<file path="src/rtl/sb_param_cfg_if.sv">
// Routing-side bundle of the switch block: incoming tracks, grid pins and driven tracks.
// The master is the fabric side that drives tracks and pins. The slave is the switch block.
interface sb_param_cfg_if #(
    parameter int W = 8,
    parameter int P = 2
);
    logic [W-1:0] chan_top_in;
    logic [W-1:0] chan_right_in;
    logic [W-1:0] chan_bottom_in;
    logic [W-1:0] chan_left_in;
    logic [P-1:0] pin_top_in;
    logic [P-1:0] pin_right_in;
    logic [P-1:0] pin_bottom_in;
    logic [P-1:0] pin_left_in;
    logic [W-1:0] chan_top_out;
    logic [W-1:0] chan_right_out;
    logic [W-1:0] chan_bottom_out;
    logic [W-1:0] chan_left_out;

    modport master (
        output chan_top_in, chan_right_in, chan_bottom_in, chan_left_in,
        output pin_top_in, pin_right_in, pin_bottom_in, pin_left_in,
        input  chan_top_out, chan_right_out, chan_bottom_out, chan_left_out
    );

    modport slave (
        input  chan_top_in, chan_right_in, chan_bottom_in, chan_left_in,
        input  pin_top_in, pin_right_in, pin_bottom_in, pin_left_in,
        output chan_top_out, chan_right_out, chan_bottom_out, chan_left_out
    );
endinterface

</file>
<file path="src/rtl/sb_param_cfg.sv">
// Four-sided FPGA switch block. Each output track has a 4:1 mux, and its select comes from a serial config chain.
// Routing outputs stay at zero until a complete configuration has been shifted in.
module sb_param_cfg #(
    parameter int W       = 8,
    parameter int P       = 2,
    parameter int REG_OUT = 0
) (
    input  logic           prog_clk,
    input  logic           prog_reset,
    input  logic           cfg_en,
    input  logic           ccff_head,
    output logic           ccff_tail,
    output logic           cfg_done,
    sb_param_cfg_if.slave  bus
);
    localparam int N  = 8 * W;
    localparam int CW = $clog2(N + 1);

    typedef enum logic [1:0] {
        ST_UNCFG   = 2'd0,
        ST_LOADING = 2'd1,
        ST_ACTIVE  = 2'd2
    } state_t;

    state_t                state_r;
    logic [CW-1:0]         cnt_r;
    logic [N-1:0]          cfg_r;
    logic                  cfg_done_r;
    logic [3:0][W-1:0]     chan_in_s;
    logic [3:0][P-1:0]     pin_in_s;
    logic [3:0][W-1:0]     route_s;
    logic [3:0][W-1:0]     gated_s;
    logic [3:0][W-1:0]     out_s;

    function automatic logic mux4(input logic [1:0] sel, input logic opp, input logic cw,
                                  input logic ccw, input logic pin);
        logic res;
        case (sel)
            2'd0:    res = opp;
            2'd1:    res = cw;
            2'd2:    res = ccw;
            2'd3:    res = pin;
            default: res = 1'b0;
        endcase
        return res;
    endfunction

    assign chan_in_s[0] = bus.chan_top_in;
    assign chan_in_s[1] = bus.chan_right_in;
    assign chan_in_s[2] = bus.chan_bottom_in;
    assign chan_in_s[3] = bus.chan_left_in;
    assign pin_in_s[0]  = bus.pin_top_in;
    assign pin_in_s[1]  = bus.pin_right_in;
    assign pin_in_s[2]  = bus.pin_bottom_in;
    assign pin_in_s[3]  = bus.pin_left_in;

    // Side s is 0=top, 1=right, 2=bottom, 3=left. The counter-clockwise turn mirrors the track index.
    for (genvar s = 0; s < 4; s++) begin : g_side
        for (genvar t = 0; t < W; t++) begin : g_track
            localparam int M = s * W + t;
            assign route_s[s][t] = mux4(cfg_r[2*M+1:2*M],
                                        chan_in_s[(s+2)%4][t],
                                        chan_in_s[(s+1)%4][t],
                                        chan_in_s[(s+3)%4][W-1-t],
                                        pin_in_s[s][t%P]);
        end
    end

    assign gated_s = (state_r == ST_ACTIVE) ? route_s : '0;

    // Configuration shift register: bit 0 takes the head, and the oldest bit leaves at the tail.
    always_ff @(posedge prog_clk or posedge prog_reset) begin
        if (prog_reset) begin
            cfg_r <= '0;
        end else if (cfg_en) begin
            cfg_r <= {cfg_r[N-2:0], ccff_head};
        end else begin
            cfg_r <= cfg_r;
        end
    end

    // Load controller: counts shifted bits and raises cfg_done when a full chain is present.
    always_ff @(posedge prog_clk or posedge prog_reset) begin
        if (prog_reset) begin
            state_r    <= ST_UNCFG;
            cnt_r      <= '0;
            cfg_done_r <= 1'b0;
        end else begin
            case (state_r)
                ST_UNCFG: begin
                    if (cfg_en) begin
                        state_r <= ST_LOADING;
                        cnt_r   <= CW'(1);
                    end
                end
                ST_LOADING: begin
                    if (cfg_en) begin
                        if (cnt_r == CW'(N - 1)) begin
                            state_r    <= ST_ACTIVE;
                            cnt_r      <= '0;
                            cfg_done_r <= 1'b1;
                        end else begin
                            cnt_r <= cnt_r + CW'(1);
                        end
                    end
                end
                ST_ACTIVE: begin
                    if (cfg_en) begin
                        state_r    <= ST_LOADING;
                        cnt_r      <= CW'(1);
                        cfg_done_r <= 1'b0;
                    end
                end
                default: begin
                    state_r    <= ST_UNCFG;
                    cnt_r      <= '0;
                    cfg_done_r <= 1'b0;
                end
            endcase
        end
    end

    if (REG_OUT != 0) begin : g_reg_out
        logic [3:0][W-1:0] out_r;
        // Pipelined fabric: the gated routing value appears one prog_clk edge later.
        always_ff @(posedge prog_clk or posedge prog_reset) begin
            if (prog_reset) begin
                out_r <= '0;
            end else begin
                out_r <= gated_s;
            end
        end
        assign out_s = out_r;
    end else begin : g_comb_out
        assign out_s = gated_s;
    end

    assign bus.chan_top_out    = out_s[0];
    assign bus.chan_right_out  = out_s[1];
    assign bus.chan_bottom_out = out_s[2];
    assign bus.chan_left_out   = out_s[3];
    assign ccff_tail           = cfg_r[N-1];
    assign cfg_done            = cfg_done_r;
endmodule
</file>
<file path="src/flat_wrapper.sv">
// flat-port wrapper written by rule: the top's interface ports become plain ports
module sb_param_cfg_flat 
#(
    parameter int W       = 8,
    parameter int P       = 2,
    parameter int REG_OUT = 0
)
  (prog_clk, prog_reset, cfg_en, ccff_head, ccff_tail, cfg_done, bus_chan_top_in, bus_chan_right_in, bus_chan_bottom_in, bus_chan_left_in, bus_pin_top_in, bus_pin_right_in, bus_pin_bottom_in, bus_pin_left_in, bus_chan_top_out, bus_chan_right_out, bus_chan_bottom_out, bus_chan_left_out);
  sb_param_cfg_if #(.W(W), .P(P)) bus_i ();
  input  logic prog_clk;
  input  logic prog_reset;
  input  logic cfg_en;
  input  logic ccff_head;
  output logic ccff_tail;
  output logic cfg_done;
  input wire logic [$bits(bus_i.chan_top_in)-1:0] bus_chan_top_in;
  input wire logic [$bits(bus_i.chan_right_in)-1:0] bus_chan_right_in;
  input wire logic [$bits(bus_i.chan_bottom_in)-1:0] bus_chan_bottom_in;
  input wire logic [$bits(bus_i.chan_left_in)-1:0] bus_chan_left_in;
  input wire logic [$bits(bus_i.pin_top_in)-1:0] bus_pin_top_in;
  input wire logic [$bits(bus_i.pin_right_in)-1:0] bus_pin_right_in;
  input wire logic [$bits(bus_i.pin_bottom_in)-1:0] bus_pin_bottom_in;
  input wire logic [$bits(bus_i.pin_left_in)-1:0] bus_pin_left_in;
  output wire logic [$bits(bus_i.chan_top_out)-1:0] bus_chan_top_out;
  output wire logic [$bits(bus_i.chan_right_out)-1:0] bus_chan_right_out;
  output wire logic [$bits(bus_i.chan_bottom_out)-1:0] bus_chan_bottom_out;
  output wire logic [$bits(bus_i.chan_left_out)-1:0] bus_chan_left_out;
  assign bus_i.chan_top_in = bus_chan_top_in;
  assign bus_i.chan_right_in = bus_chan_right_in;
  assign bus_i.chan_bottom_in = bus_chan_bottom_in;
  assign bus_i.chan_left_in = bus_chan_left_in;
  assign bus_i.pin_top_in = bus_pin_top_in;
  assign bus_i.pin_right_in = bus_pin_right_in;
  assign bus_i.pin_bottom_in = bus_pin_bottom_in;
  assign bus_i.pin_left_in = bus_pin_left_in;
  assign bus_chan_top_out = bus_i.chan_top_out;
  assign bus_chan_right_out = bus_i.chan_right_out;
  assign bus_chan_bottom_out = bus_i.chan_bottom_out;
  assign bus_chan_left_out = bus_i.chan_left_out;
  sb_param_cfg #(.W(W), .P(P), .REG_OUT(REG_OUT)) u_core (.prog_clk(prog_clk), .prog_reset(prog_reset), .cfg_en(cfg_en), .ccff_head(ccff_head), .ccff_tail(ccff_tail), .cfg_done(cfg_done), .bus(bus_i));
endmodule
</file>
<file path="config.mk">
export PLATFORM = sky130hd
export DESIGN_NAME = sb_param_cfg_flat
export DESIGN_NICKNAME = d
export VERILOG_FILES = /design/src/rtl/sb_param_cfg_if.sv /design/src/rtl/sb_param_cfg.sv /design/src/flat_wrapper.sv
export SDC_FILE = /design/constraint.sdc
export NUM_CORES = 1
export LEC_CHECK = 0
export ABC_AREA = 1
export CORE_MARGIN = 4
export CORE_UTILIZATION = 35
export CTS_BUF_LIST = sky130_fd_sc_hd__clkbuf_16
export CTS_CLUSTER_DIAMETER = 150
export DETAILED_ROUTE_END_ITERATION = 6
export DONT_BUFFER_PORTS = 1
export PLACE_DENSITY_LB_ADDON = 0.3
export SYNTH_ARGS = -nofsm -noshare
export SYNTH_HDL_FRONTEND = slang
export SYNTH_SLANG_ARGS = --single-unit
</file>
<file path="constraint.sdc">
create_clock -name prog_clk -period 2.78 [get_ports prog_clk]
set_input_delay 0.556 -clock prog_clk [delete_from_list [all_inputs] [get_ports prog_clk]]
set_output_delay 0.556 -clock prog_clk [all_outputs]
set_load 0.03 [all_outputs]
</file>
==> summary.md <==
| Metric | Value |
|---|---|
| Synth top area cells | `sky130_fd_sc_hd__dfrtp_1 45%, sky130_fd_sc_hd__o21ai_0 16%, sky130_fd_sc_hd__inv_1 9.6%, sky130_fd_sc_hd__a21oi_1 8.6%, sky130_fd_sc_hd__nand2_1 7.8%` |
| Post-synthesis net count | `587` |
| Max-cap viol count | `0` |
| Warnings from Yosys | `0` |
| Via count of the first global-routing pass | `3460` |
| Cell type with the highest occurrence count on the critical path | `sky130_fd_sc_hd__inv_2` |
| Area of the mapped netlist | `4130 um2` |
| Maximum level of the CTS H-tree | `3` |
| Effective utilization at floorplan | `0.360` |
| R2r endpoint | `u_core.state_r[1]` |
| Clock-pin slew on the worst setup and hold paths | `about 0.06 ns` |
| Transition at the pin with the smallest max-transition slack | `0.762 ns` |
| Std-Cell Core Area | `11500 um2` |
| Area share of and/or/nand/nor cells after synthesis | `0.105` |
| Combinational power share | `0.267` |
| Register-to-register setup slack | `1.54 ns` |
| Critical setup path kind | `reg2out` |
| Port buffer count | `0` |
| Startpoint of the lowest-slack register-to-register path | `u_core.cnt_r[1]` |
| Combinational family with the most area after synthesis | `compound AO/OA/AOI/OAI gates` |
| Cell taking the most area after synthesis | `sky130_fd_sc_hd__dfrtp_1` |
| Worst IR Drop VDD | `417 uV` |
| Count of placed standard cells in the final layout, fillers left out | `688` |
| Count of nets left with antenna violations after detail routing | `0` |
| Library cell contributing the largest single delay on the critical path | `sky130_fd_sc_hd__inv_2` |
| Latest clock arrival within the worst-skew pair | `~0.33 ns` |
| Peak clock frequency supported by timing | `405 MHz` |
| Max transition margin | `0.491` |
| IO Pins | `78` |
| Launching instance or port of the critical path | `u_core.state_r[1]` |
| Chip width | `between 100 and 150 um` |
| Worst EP arrival | `1.91 ns` |
| Net switching share of the total power | `0.362` |
| RSZ-0062 raised after global routing | `no` |
| Gr usage total | `0.185` |
| Data required time of the worst path | `between 2 and 2.5 ns` |
| Pleak | `2.00 nW` |
| Class of the most critical hold timing path | `in2async` |
| Die Height | `117 um` |
| Setup repair bufs after CTS | `0` |
| Placed cell count | `~670` |
| Synth Area in XOR/XNOR | `0.00212` |
| Net switching power | `1.26 mW` |
| Number of placement rows | `39` |
| Vias per cell | `5.17` |
| Routed via count | `3556` |
| Endpoints failing hold | `0` |
| Max Root-Sink Buffers | `2` |
| Mux cell area share after synthesis | `0` |
| Syn Area/Cell | `7.62 um2` |
| Internal power contribution | `2.22 mW` |
| Count of different cell masters after synthesis | `24` |
| M3 GR Usage | `0.0699` |
| Register-to-Register Path Depth | `7` |
| Synthesized instance count | `542` |
| Leftover overflow at the end of global routing | `0` |
| Total of hold buffers inserted after clock tree synthesis | `0` |
| Antenna cell count | `0` |
| Sinks on Clock Net | `74` |
| Pin count of the biggest net entering global routing | `131` |
| Max Clock Skew | `between 0.01 and 0.015 ns` |
| Kind of cell adding the most delay to the critical path | `buffers and inverters` |
| Last weighted congestion value of the routability-driven placer | `0.848` |
| CP Buf/Inv Count | `3` |
| Proportion of netlist area held by the largest area contributor | `0.448` |
| Adder-cell area share of the yosys netlist | `0.00303` |
| Post-synthesis compound-gate area fraction | `0.314` |
| FF+latch count, synth | `74` |
| CP max stage delay | `0.55 ns` |
| Count of routing violations after the opening detailed-route iteration | `336` |
| Overall routed net length | `12000 um` |
| Total power density per cell area | `~770 nW/um2` |
| Count of endpoints failing setup in the final report | `0` |
| Placed wire-length estimate | `9160 um` |
| Share of cells above drive strength 1 | `0.103` |
| Count of TritonRoute iterations in the first routing pass | `5` |
| Global-route wire length before repair | `18800 um` |
| Full die area | `13600 um2` |
| Detailed-route DRC error count | `0` |
| Met1 Use GR | `0.236` |
| GR Util met2 | `0.290` |
| Final total negative setup slack | `0 ns` |
| CTS tree | `built` |
| Min Tclk post-route | `2.47 ns` |
| Endpoint type of the worst setup path | `primary output` |
| Count of pins over their slew limit | `0` |
| Gates resized, CTS repair | `0` |
| Part of the Yosys area used for sequential elements | `0.448` |
| Status | `complete, no violations` |
| Critical Path Start Type | `flop` |
| Root Driver | `sky130_fd_sc_hd__clkbuf_16` |
| Number of antenna violations at the first check in global routing | `0` |
| GRT Max-Usage Layer | `met2` |
| Share of total power in sequential cells | `0.418` |
| Fin crit share | `0.888` |
| Maximum fanout encountered on the critical timing path | `28` |
| Crit-path cells | `inv_2, nor2_4, inv_2, buf_4, a21oi_2` |
| Number of buffers inserted during clock tree synthesis | `9` |
| Wire per inst | `approximately 17 um` |
| Count of nets after finishing | `about 590` |
| Share of power burned in the clock network | `0.316` |
| Synthesis-to-layout area growth | `9.54%` |
power by group through the flow:
stage	Sequential [mW]	Clock (mW)	Combinational, mW
5_1_grt	1.48	1.17	1.06
2_1_floorplan	1.43	0	0.801
6_report	1.46	1.10	0.929
3_3_place_gp	1.46	0	0.917
3_5_place_dp	1.47	0	0.934
4_1_cts	1.45	1.13	0.935
cell usage after synthesis:
library cell,n
sky130_fd_sc_hd__a21oi_4,1
sky130_fd_sc_hd__buf_4,3
sky130_fd_sc_hd__a22oi_1,1
sky130_fd_sc_hd__ha_1,1
sky130_fd_sc_hd__inv_1,106
sky130_fd_sc_hd__inv_2,4
sky130_fd_sc_hd__nand2_2,2
sky130_fd_sc_hd__dfrtp_1,74
sky130_fd_sc_hd__nor2_1,7
sky130_fd_sc_hd__nand4_1,1
sky130_fd_sc_hd__xor2_1,1
sky130_fd_sc_hd__nand2_1,86
sky130_fd_sc_hd__buf_6,3
sky130_fd_sc_hd__buf_2,6
sky130_fd_sc_hd__inv_4,1
sky130_fd_sc_hd__o22ai_1,1
sky130_fd_sc_hd__nand3_1,5
sky130_fd_sc_hd__o21ai_1,2
sky130_fd_sc_hd__a21oi_2,30
sky130_fd_sc_hd__nand2_8,1
sky130_fd_sc_hd__a21oi_1,71
sky130_fd_sc_hd__o21ai_0,128
sky130_fd_sc_hd__clkbuf_1,5
sky130_fd_sc_hd__nor2_4,2
cell families (layout without fill, tap and decap cells):
| group | count (synthesis) | after routing |
|---|---|---|
| xor gates and xnor gates | 1 | 1 |
| DFF | 74 | 74 |
| AOI/OAI and AO/OA | 234 | 234 |
| adders and majority gates | 1 | 1 |
| and+or+nand+nor | 104 | 104 |
| buffers and inverters | 128 | 131 |
metrics by stage:
stage	power [mW]	hold WS, ns	instance area (um2)	util	setup WS, ns
finish	3.48	0.103	4530	0.395	0.313
global route	3.72	0.126	4530	0.395	0.178
CTS	3.52	0.108	4530	0.395	0.270
detailed placement	2.40	0.464	4250	0.370	0.635
global placement	2.38	0.454	4250	0.370	0.680
floorplan	2.23	0.450	4130	-	0.342
cell type report:
type                    instances  area (um2)
well taps                     143         179
flip-flops and latches         74        1850
clock buffers                   9         225
clock inverters                 7        52.6
inverters                     111         419
repair buffers                  4        42.5
multi-input cells             340        1760
fillers                      1166        6940
worst register-to-register path, cell delays in order, from the launching register on:
cell                      delay [ns]
sky130_fd_sc_hd__dfrtp_1        0.37
sky130_fd_sc_hd__ha_1           0.22
sky130_fd_sc_hd__nand2_1        0.07
sky130_fd_sc_hd__nor2_1         0.13
sky130_fd_sc_hd__nand2_1        0.08
sky130_fd_sc_hd__nand2_1        0.10
sky130_fd_sc_hd__nand2_1        0.08
sky130_fd_sc_hd__o21ai_1        0.13
worst max path at each step:
stage | to | slack [ns] | depth (start not counted)
after floorplan | u_core.cfg_done | 0.34 | 1
after global placement | bus_chan_right_out[7] | 0.68 | 5
after detailed placement | bus_chan_bottom_out[3] | 0.64 | 5
after CTS | bus_chan_bottom_out[3] | 0.27 | 5
after global routing | bus_chan_bottom_out[1] | 0.18 | 5
final | bus_chan_bottom_out[1] | 0.31 | 5
cells in the final DEF (no fill, tap or decap), types with 2 or more instances in the layout:
cell / n
sky130_fd_sc_hd__nand2_1: 86
sky130_fd_sc_hd__clkinv_1: 4
sky130_fd_sc_hd__buf_4: 3
sky130_fd_sc_hd__a21oi_1: 71
sky130_fd_sc_hd__nand2_2: 2
sky130_fd_sc_hd__inv_1: 107
sky130_fd_sc_hd__clkbuf_16: 9
sky130_fd_sc_hd__o21ai_1: 2
sky130_fd_sc_hd__nor2_1: 7
sky130_fd_sc_hd__nand3_1: 5
sky130_fd_sc_hd__a21oi_2: 30
sky130_fd_sc_hd__o21ai_0: 128
sky130_fd_sc_hd__nor2_4: 2
sky130_fd_sc_hd__inv_2: 5
sky130_fd_sc_hd__dfrtp_1: 74
routing by layer:
| layer | wire, um | share of wire | vias up |
|---|---|---|---|
| li1 | - | - | 1754 |
| met1 | 4970 | 0.42 | 1658 |
| met4 | 217 | 0.018 | 0 |
| met3 | 1230 | 0.10 | 15 |
| met2 | 5540 | 0.46 | 129 |
| met5 | 0 | 0 | - |
flip-flops by register name (all words and copies together) (netlist names):
| signal | cells |
|---|---|
| u_core.state_r | 2 |
| u_core.cnt_r | 7 |
| u_core.cfg_done | 1 |
| u_core.cfg_r | 64 |
(Power assumes the default switching activity.)
